`src/rtl/fft_pkg.sv`:
```
// Shared FFT datapath widths and the derived multiplier widths.
package fft_pkg;

  localparam int FFT_DATA_W = 16;
  localparam int FFT_COEF_W = 16;

  // Full-precision widths for the default operand sizes
  localparam int FFT_PROD_W = FFT_DATA_W + FFT_COEF_W + 1;
  localparam int FFT_SUM_W  = FFT_DATA_W + FFT_COEF_W + 2;

  // The same formulas for any parameterised instance.
  // The extra product bit holds the negated -2^(COEF_W-1) coefficient.
  // The extra sum bit absorbs the add/subtract carry.
  function automatic int prod_w(input int data_w, input int coef_w);
    return data_w + coef_w + 1;
  endfunction

  function automatic int sum_w(input int data_w, input int coef_w);
    return data_w + coef_w + 2;
  endfunction

endpackage

```
`src/rtl/cmult_round_sat.sv`:
```
// Combinational output stage.
// Applies an optional half-up round, an arithmetic right shift,
// and then either a clamp or a wrap to OUT_W bits.
module cmult_round_sat #(
  parameter int IN_W     = 34,
  parameter int OUT_W    = 16,
  parameter int FRAC_W   = 15,
  parameter bit ROUND_EN = 1'b1,
  parameter bit SAT_EN   = 1'b1
) (
  input  logic signed [IN_W-1:0]  din,
  output logic signed [OUT_W-1:0] dout,
  output logic                    sat
);

  // One guard bit so the rounding add can never wrap
  localparam logic signed [IN_W:0] HALF  = ROUND_EN ? ((IN_W+1)'(1) << (FRAC_W-1)) : '0;
  localparam logic signed [IN_W:0] MAX_V = {{(IN_W-OUT_W+2){1'b0}}, {(OUT_W-1){1'b1}}};
  localparam logic signed [IN_W:0] MIN_V = {{(IN_W-OUT_W+2){1'b1}}, {(OUT_W-1){1'b0}}};

  logic signed [IN_W:0] rounded;
  logic signed [IN_W:0] shifted;

  assign rounded = {din[IN_W-1], din} + HALF;
  assign shifted = rounded >>> FRAC_W;

  // Clamp to the OUT_W range when saturation is enabled, otherwise keep the low bits
  always_comb begin
    dout = shifted[OUT_W-1:0];
    sat  = 1'b0;
    if (SAT_EN) begin
      if (shifted > MAX_V) begin
        dout = MAX_V[OUT_W-1:0];
        sat  = 1'b1;
      end else if (shifted < MIN_V) begin
        dout = MIN_V[OUT_W-1:0];
        sat  = 1'b1;
      end
    end
  end

endmodule

```
`src/rtl/cmult_pipe.sv`:
```
// Four-stage pipelined complex multiplier computing A*B or A*conj(B).
// Precision is kept in full until a single round/saturate step at the output.
// A single global enable stalls every stage together when the output is blocked.
module cmult_pipe
  import fft_pkg::*;
#(
  parameter int DATA_W   = FFT_DATA_W,
  parameter int COEF_W   = FFT_COEF_W,
  parameter int OUT_W    = 16,
  parameter int FRAC_W   = COEF_W - 1,
  parameter bit ROUND_EN = 1'b1,
  parameter bit SAT_EN   = 1'b1
) (
  input  logic                     clk,
  input  logic                     rst_n,
  input  logic                     in_valid,
  output logic                     in_ready,
  input  logic signed [DATA_W-1:0] in_a_re,
  input  logic signed [DATA_W-1:0] in_a_im,
  input  logic signed [COEF_W-1:0] in_b_re,
  input  logic signed [COEF_W-1:0] in_b_im,
  input  logic                     in_conj,
  output logic                     out_valid,
  input  logic                     out_ready,
  output logic signed [OUT_W-1:0]  out_re,
  output logic signed [OUT_W-1:0]  out_im,
  output logic                     out_sat
);

  localparam int PROD_W = prod_w(DATA_W, COEF_W);
  localparam int SUM_W  = sum_w(DATA_W, COEF_W);

  logic en;
  logic v1, v2, v3;

  logic signed [DATA_W-1:0] a_re1, a_im1;
  logic signed [COEF_W-1:0] b_re1;
  logic signed [COEF_W:0]   b_im1, b_im_ext, b_im_eff;

  logic signed [PROD_W-1:0] a_re_x, a_im_x, b_re_x, b_im_x;
  logic signed [PROD_W-1:0] rr2, ii2, ri2, ir2;
  logic signed [SUM_W-1:0]  sum_re3, sum_im3;

  logic signed [OUT_W-1:0] rs_re, rs_im;
  logic                    sat_re, sat_im;

  assign en       = out_ready || !out_valid;
  assign in_ready = en;

  // Negate one bit wider so that negating the most negative coefficient stays exact
  assign b_im_ext = {in_b_im[COEF_W-1], in_b_im};
  assign b_im_eff = in_conj ? -b_im_ext : b_im_ext;

  assign a_re_x = PROD_W'(a_re1);
  assign a_im_x = PROD_W'(a_im1);
  assign b_re_x = PROD_W'(b_re1);
  assign b_im_x = PROD_W'(b_im1);

  cmult_round_sat #(
    .IN_W(SUM_W), .OUT_W(OUT_W), .FRAC_W(FRAC_W), .ROUND_EN(ROUND_EN), .SAT_EN(SAT_EN)
  ) u_rs_re (
    .din(sum_re3), .dout(rs_re), .sat(sat_re)
  );

  cmult_round_sat #(
    .IN_W(SUM_W), .OUT_W(OUT_W), .FRAC_W(FRAC_W), .ROUND_EN(ROUND_EN), .SAT_EN(SAT_EN)
  ) u_rs_im (
    .din(sum_im3), .dout(rs_im), .sat(sat_im)
  );

  // Valid chain. Bubbles advance like beats, so ordering and latency stay fixed.
  always_ff @(posedge clk or negedge rst_n) begin
    if (!rst_n) begin
      v1        <= 1'b0;
      v2        <= 1'b0;
      v3        <= 1'b0;
      out_valid <= 1'b0;
    end else if (en) begin
      v1        <= in_valid;
      v2        <= v1;
      v3        <= v2;
      out_valid <= v3;
    end
  end

  // Data path S1..S3. Contents of invalid stages are don't-care.
  always_ff @(posedge clk or negedge rst_n) begin
    if (!rst_n) begin
      a_re1   <= '0;
      a_im1   <= '0;
      b_re1   <= '0;
      b_im1   <= '0;
      rr2     <= '0;
      ii2     <= '0;
      ri2     <= '0;
      ir2     <= '0;
      sum_re3 <= '0;
      sum_im3 <= '0;
    end else if (en) begin
      a_re1   <= in_a_re;
      a_im1   <= in_a_im;
      b_re1   <= in_b_re;
      b_im1   <= b_im_eff;
      rr2     <= a_re_x * b_re_x;
      ii2     <= a_im_x * b_im_x;
      ri2     <= a_re_x * b_im_x;
      ir2     <= a_im_x * b_re_x;
      sum_re3 <= SUM_W'(rr2) - SUM_W'(ii2);
      sum_im3 <= SUM_W'(ri2) + SUM_W'(ir2);
    end
  end

  // S4 output register. It holds steady while the consumer stalls.
  always_ff @(posedge clk or negedge rst_n) begin
    if (!rst_n) begin
      out_re  <= '0;
      out_im  <= '0;
      out_sat <= 1'b0;
    end else if (en) begin
      out_re  <= rs_re;
      out_im  <= rs_im;
      out_sat <= sat_re | sat_im;
    end
  end

endmodule
```
`config.mk`:
```
export PLATFORM = sky130hd
export DESIGN_NAME = cmult_pipe
export DESIGN_NICKNAME = d
export VERILOG_FILES = /design/src/rtl/fft_pkg.sv /design/src/rtl/cmult_round_sat.sv /design/src/rtl/cmult_pipe.sv
export SDC_FILE = /design/constraint.sdc
export NUM_CORES = 2
export LEC_CHECK = 0
export BUFFER_PORTS_ARGS = -buffer_cell sky130_fd_sc_hd__buf_2
export CAP_MARGIN = 30
export CELL_PAD_IN_SITES_DETAIL_PLACEMENT = 2
export CELL_PAD_IN_SITES_GLOBAL_PLACEMENT = 2
export CORE_MARGIN = 2
export CORE_UTILIZATION = 46
export CTS_CLUSTER_DIAMETER = 30
export DETAILED_ROUTE_END_ITERATION = 10
export PLACE_DENSITY = 0.95
export SLEW_MARGIN = 20
export SYNTH_ARGS = -nofsm -noshare
export SYNTH_HDL_FRONTEND = slang
export SYNTH_SLANG_ARGS = --single-unit
```
`constraint.sdc`:
```
create_clock -name clk -period 16.5 [get_ports clk]
set_input_delay 1.65 -clock clk [delete_from_list [all_inputs] [get_ports clk]]
set_output_delay 1.65 -clock clk [all_outputs]
set_load 0.02 [all_outputs]
```
==> metrics.txt, run 1 <==
outcome=did not finish; Run Error=[ERROR GRT-0232] Routing congestion too high. Check the congestion heatmap in the GUI.; post-synth top area cell=fa_1; post-CTS resize count=0; initial core utilization=0.463; ys flop type=dfrtp_1; gp weighted congestion=approximately 0.93; grt ovf=approximately 130; Tot GR Track Use=0.753; Post-synth top cells=inv_1, fa_1, nand2_1; initial antenna violation count=between 60 and 70; count leader, synth=inv_1; Root Driver=clkbuf_16; Cell Rows=125; HPWL after DPL=around 200,000 um; post-synthesis cell type count=between 80 and 90; sequential element share of the synthesized area=0.127; top-area cell type share of the netlist area=0.401; asr flop ratio synth=1.00; Synth Instances=5,965; clk sinks=272; postcts setup bufs=0; Netlist Area Pre-Place=between 50,000 and 60,000 um^2; cts hold-fix bufs=0; Fail Step=global routing (5_1_grt); Die H=between 300 and 400 um; EDFF count, synth=0; Ports=between 100 and 150; Port Buffers=103; syn_nets=around 7,500; die span in x=around 350 um; Synth area leaders=fa_1, dfrtp_1, ha_1, inv_1, nand2_1; clock buffer count from CTS=slightly below 100; YS warnings=0; Yosys reg bits=272; Clock H-tree levels=3; largest net degree at the start of global routing=around 160; Avg Inst Size Synth=9.01 um^2; Post-Place Cells=roughly 7,400; Clock Tree Buf Depth=3
[per-stage QoR]
step                      setup slack (ns)  utilization  hold WS [ns]  area (um^2)
after floorplan                      10.36            -         0.430        53700
after global placement                9.19        0.479         0.443        55600
after detailed placement              8.38        0.479         0.452        55600
after CTS                             8.17        0.509         0.478        59100
[routing by layer]
metal	overflow	track usage
met5	1	0.328
met4	69	0.773
met3	7	0.620
met2	52	0.911
met1	0	0.735
[kinds of logic after synthesis]
group	synth area share
simple gates	0.164
buf+inv	0.105
fa+ha+maj	0.494
compound gates	0.0750
flops	0.127
xor+xnor	0.0347
mux	0.000769
==> inputs of run 2 (changes only) <==
--- a/config.mk
+++ b/config.mk
@@ -7,13 +7,10 @@
 export LEC_CHECK = 0
 export BUFFER_PORTS_ARGS = -buffer_cell sky130_fd_sc_hd__buf_2
 export CAP_MARGIN = 30
-export CELL_PAD_IN_SITES_DETAIL_PLACEMENT = 2
-export CELL_PAD_IN_SITES_GLOBAL_PLACEMENT = 2
 export CORE_MARGIN = 2
-export CORE_UTILIZATION = 46
-export CTS_CLUSTER_DIAMETER = 30
+export CORE_UTILIZATION = 40
 export DETAILED_ROUTE_END_ITERATION = 10
-export PLACE_DENSITY = 0.95
+export PLACE_DENSITY_LB_ADDON = 0.15
 export SLEW_MARGIN = 20
 export SYNTH_ARGS = -nofsm -noshare
 export SYNTH_HDL_FRONTEND = slang
==> run 2 against run 1 <==
The run now ends clean. Synthesized area is the same. Synthesized cell count is the same.
==> metrics.txt, run 2 <==
first-pass GRT wire length=between 200,000 and 250,000 um; DRT Pass-1 Iters=8; Via density=5.03; HPWL after DPL=between 100,000 and 150,000 um; Die H=370 um; WP data arrival=between 8 and 9 ns; Synth-to-Final Area Change=6.92%; Avg Inst Size Synth=9.01 um^2; worst-margin pin slew=a little under 1 ns; Root Driver=clkbuf_16; type of the most critical hold path=register to register; final period utilization=0.458; postcts setup bufs=0; ys flop type=dfrtp_1; relative slew slack=0.354; Ports=between 100 and 150; Post-synth top cells=inv_1, fa_1, nand2_1; commonest non-fill, non-tap cell in the layout=inv_1; Port Buffers=~100; Netlist Area Pre-Place=approximately 54,000 um^2; Post-DRT Antenna Nets=0; clock buffer count from CTS=39; Clock Tree Buf Depth=3; Final Hold Fails=0; Fmax=roughly 130 MHz; YS warnings=0; WL final=~150,000 um; DRC violation count after routing=0; CTS tree=yes; top flop regs=ii2 x33, ri2 x33; Yosys reg bits=272; Clock H-tree levels=2; share of post-route cells with drive strength above 1=0.0496; CP endpoint kind=register; Cell Rows=about 130; Setup Skew=roughly 0.028 ns; Final Slew Violations=0; grt ovf=0; top-area cell type share of the netlist area=0.401; max-cap check violation count=0; post-synth top area cell=fa_1; initial core utilization=0.403; crit path time final=7.56 ns; Synth area leaders=fa_1, dfrtp_1, ha_1, inv_1, nand2_1; count leader, synth=inv_1; Nets=7,458; initial antenna violation count=8; total number of vias=approximately 39,000; asr flop ratio synth=1.00; outcome=finished clean; critical path type=register to register; cts hold-fix bufs=0; DRT iter0 DRCs=around 2,200; sequential element share of the synthesized area=0.127; clk sinks=approximately 270; commonest non-fill, non-tap cells in the layout=inv_1, fa_1, nand2_1, and2_1, ha_1; full die area=137,000 um^2; CP Max Fanout=17; post-CTS resize count=0; Tot GR Track Use=0.228; number of global-route vias before repair=40,247; Synth Instances=~6,000; Worst Path Required=16.97 ns; RSZ-0062 raised after global routing=false; gp weighted congestion=0.900; EDFF count, synth=0; final setup fails=0; CP Launch Type=register; Worst-path clk slew=approximately 0.060 ns; Routed wire per std cell=around 20 um; largest net degree at the start of global routing=around 130; post-synthesis cell type count=between 80 and 90; clk_lat worst skew=between 0.6 and 0.7 ns; TNS Setup=0 ns; syn_nets=7,509; Core Footprint=~130,000 um^2; die span in x=about 370 um
run 2: per-layer routing:
metal | GRT usage | up-vias | wire length [um]
met4 | 0.0684 | 10 | 4910
li1 | - | 17878 | -
met2 | 0.361 | 795 | 69500
met5 | 0 | - | 67
met1 | 0.321 | 19964 | 69300
met3 | 0.0348 | 158 | 7760
run 2: per-stage QoR:
stage	std cells	setup WS [ns]	util	area, um^2	hold WS (ns)
2_1_floorplan	5965	10.36	-	53700	0.430
3_3_place_gp	7638	9.15	0.420	56000	0.441
3_5_place_dp	7639	9.12	0.420	56000	0.453
4_1_cts	7711	9.08	0.430	57400	0.466
5_1_grt	7713	8.62	0.430	57400	0.493
6_report	7715	8.94	0.430	57400	0.461
run 2: cell type report:
cell class,count,area (um^2)
clock buffers,54,1140
diodes,2,5.00
flip-flops and latches,272,6830
clock inverters,18,216
inverters,1241,4670
repair buffers,173,1110
well taps,1768,2210
multi-input cells,4187,41300
fillers,13373,76000
run 2: kinds of logic (layout without fill, tap and decap cells):
group,after synthesis,in the layout,share of synthesized area
AO/OA/AOI/OAI,640,640,0.0750
XOR/XNOR,213,213,0.0347
adder cells (fa/ha/maj),1475,1475,0.494
buffers and inverters,1506,1486,0.105
flip-flops,272,272,0.127
multiplexers,4,4,0.000769
other,0,2,0
AND/OR/NAND/NOR,1855,1855,0.164
run 2: critical path, stage by stage (launching register included):
cell      delay [ns]
dfrtp_1         0.76
buf_4           0.39
nand2_1         0.14
inv_1           0.16
fa_1            0.55
fa_1            0.94
fa_1            0.53
fa_1            0.51
fa_1            0.50
inv_1           0.05
fa_1            0.47
inv_1           0.04
ha_1            0.42
nand3_1         0.20
nor2_1          0.39
nand2_1         0.13
a21oi_1         0.47
o211ai_1        0.24
nand4b_1        0.15
a21oi_1         0.09
xnor2_1         0.17
a21oi_1         0.09
run 2: worst paths after layout:
check                                 startpoint                 endpoint  slack, ns  depth (start not counted)
max                        b_im1[16]$_DFFE_PN0P_      ii2[32]$_DFFE_PN0P_       8.94                         21
min                           rr2[0]$_DFFE_PN0P_       rr2[0]$_DFFE_PN0P_       0.46                          2
max reg2reg                b_im1[16]$_DFFE_PN0P_      ii2[32]$_DFFE_PN0P_       8.94                         21
min reg2reg                   rr2[0]$_DFFE_PN0P_       rr2[0]$_DFFE_PN0P_       0.46                          2
max in group asynchronous                  rst_n      ri2[20]$_DFFE_PN0P_      14.20                          2
min in group asynchronous                  rst_n  sum_re3[33]$_DFFE_PN0P_       1.02                          1
Power of run 2 is not shown: default switching activity piles up to over one toggle a cycle in this logic, so the estimate is an artifact.
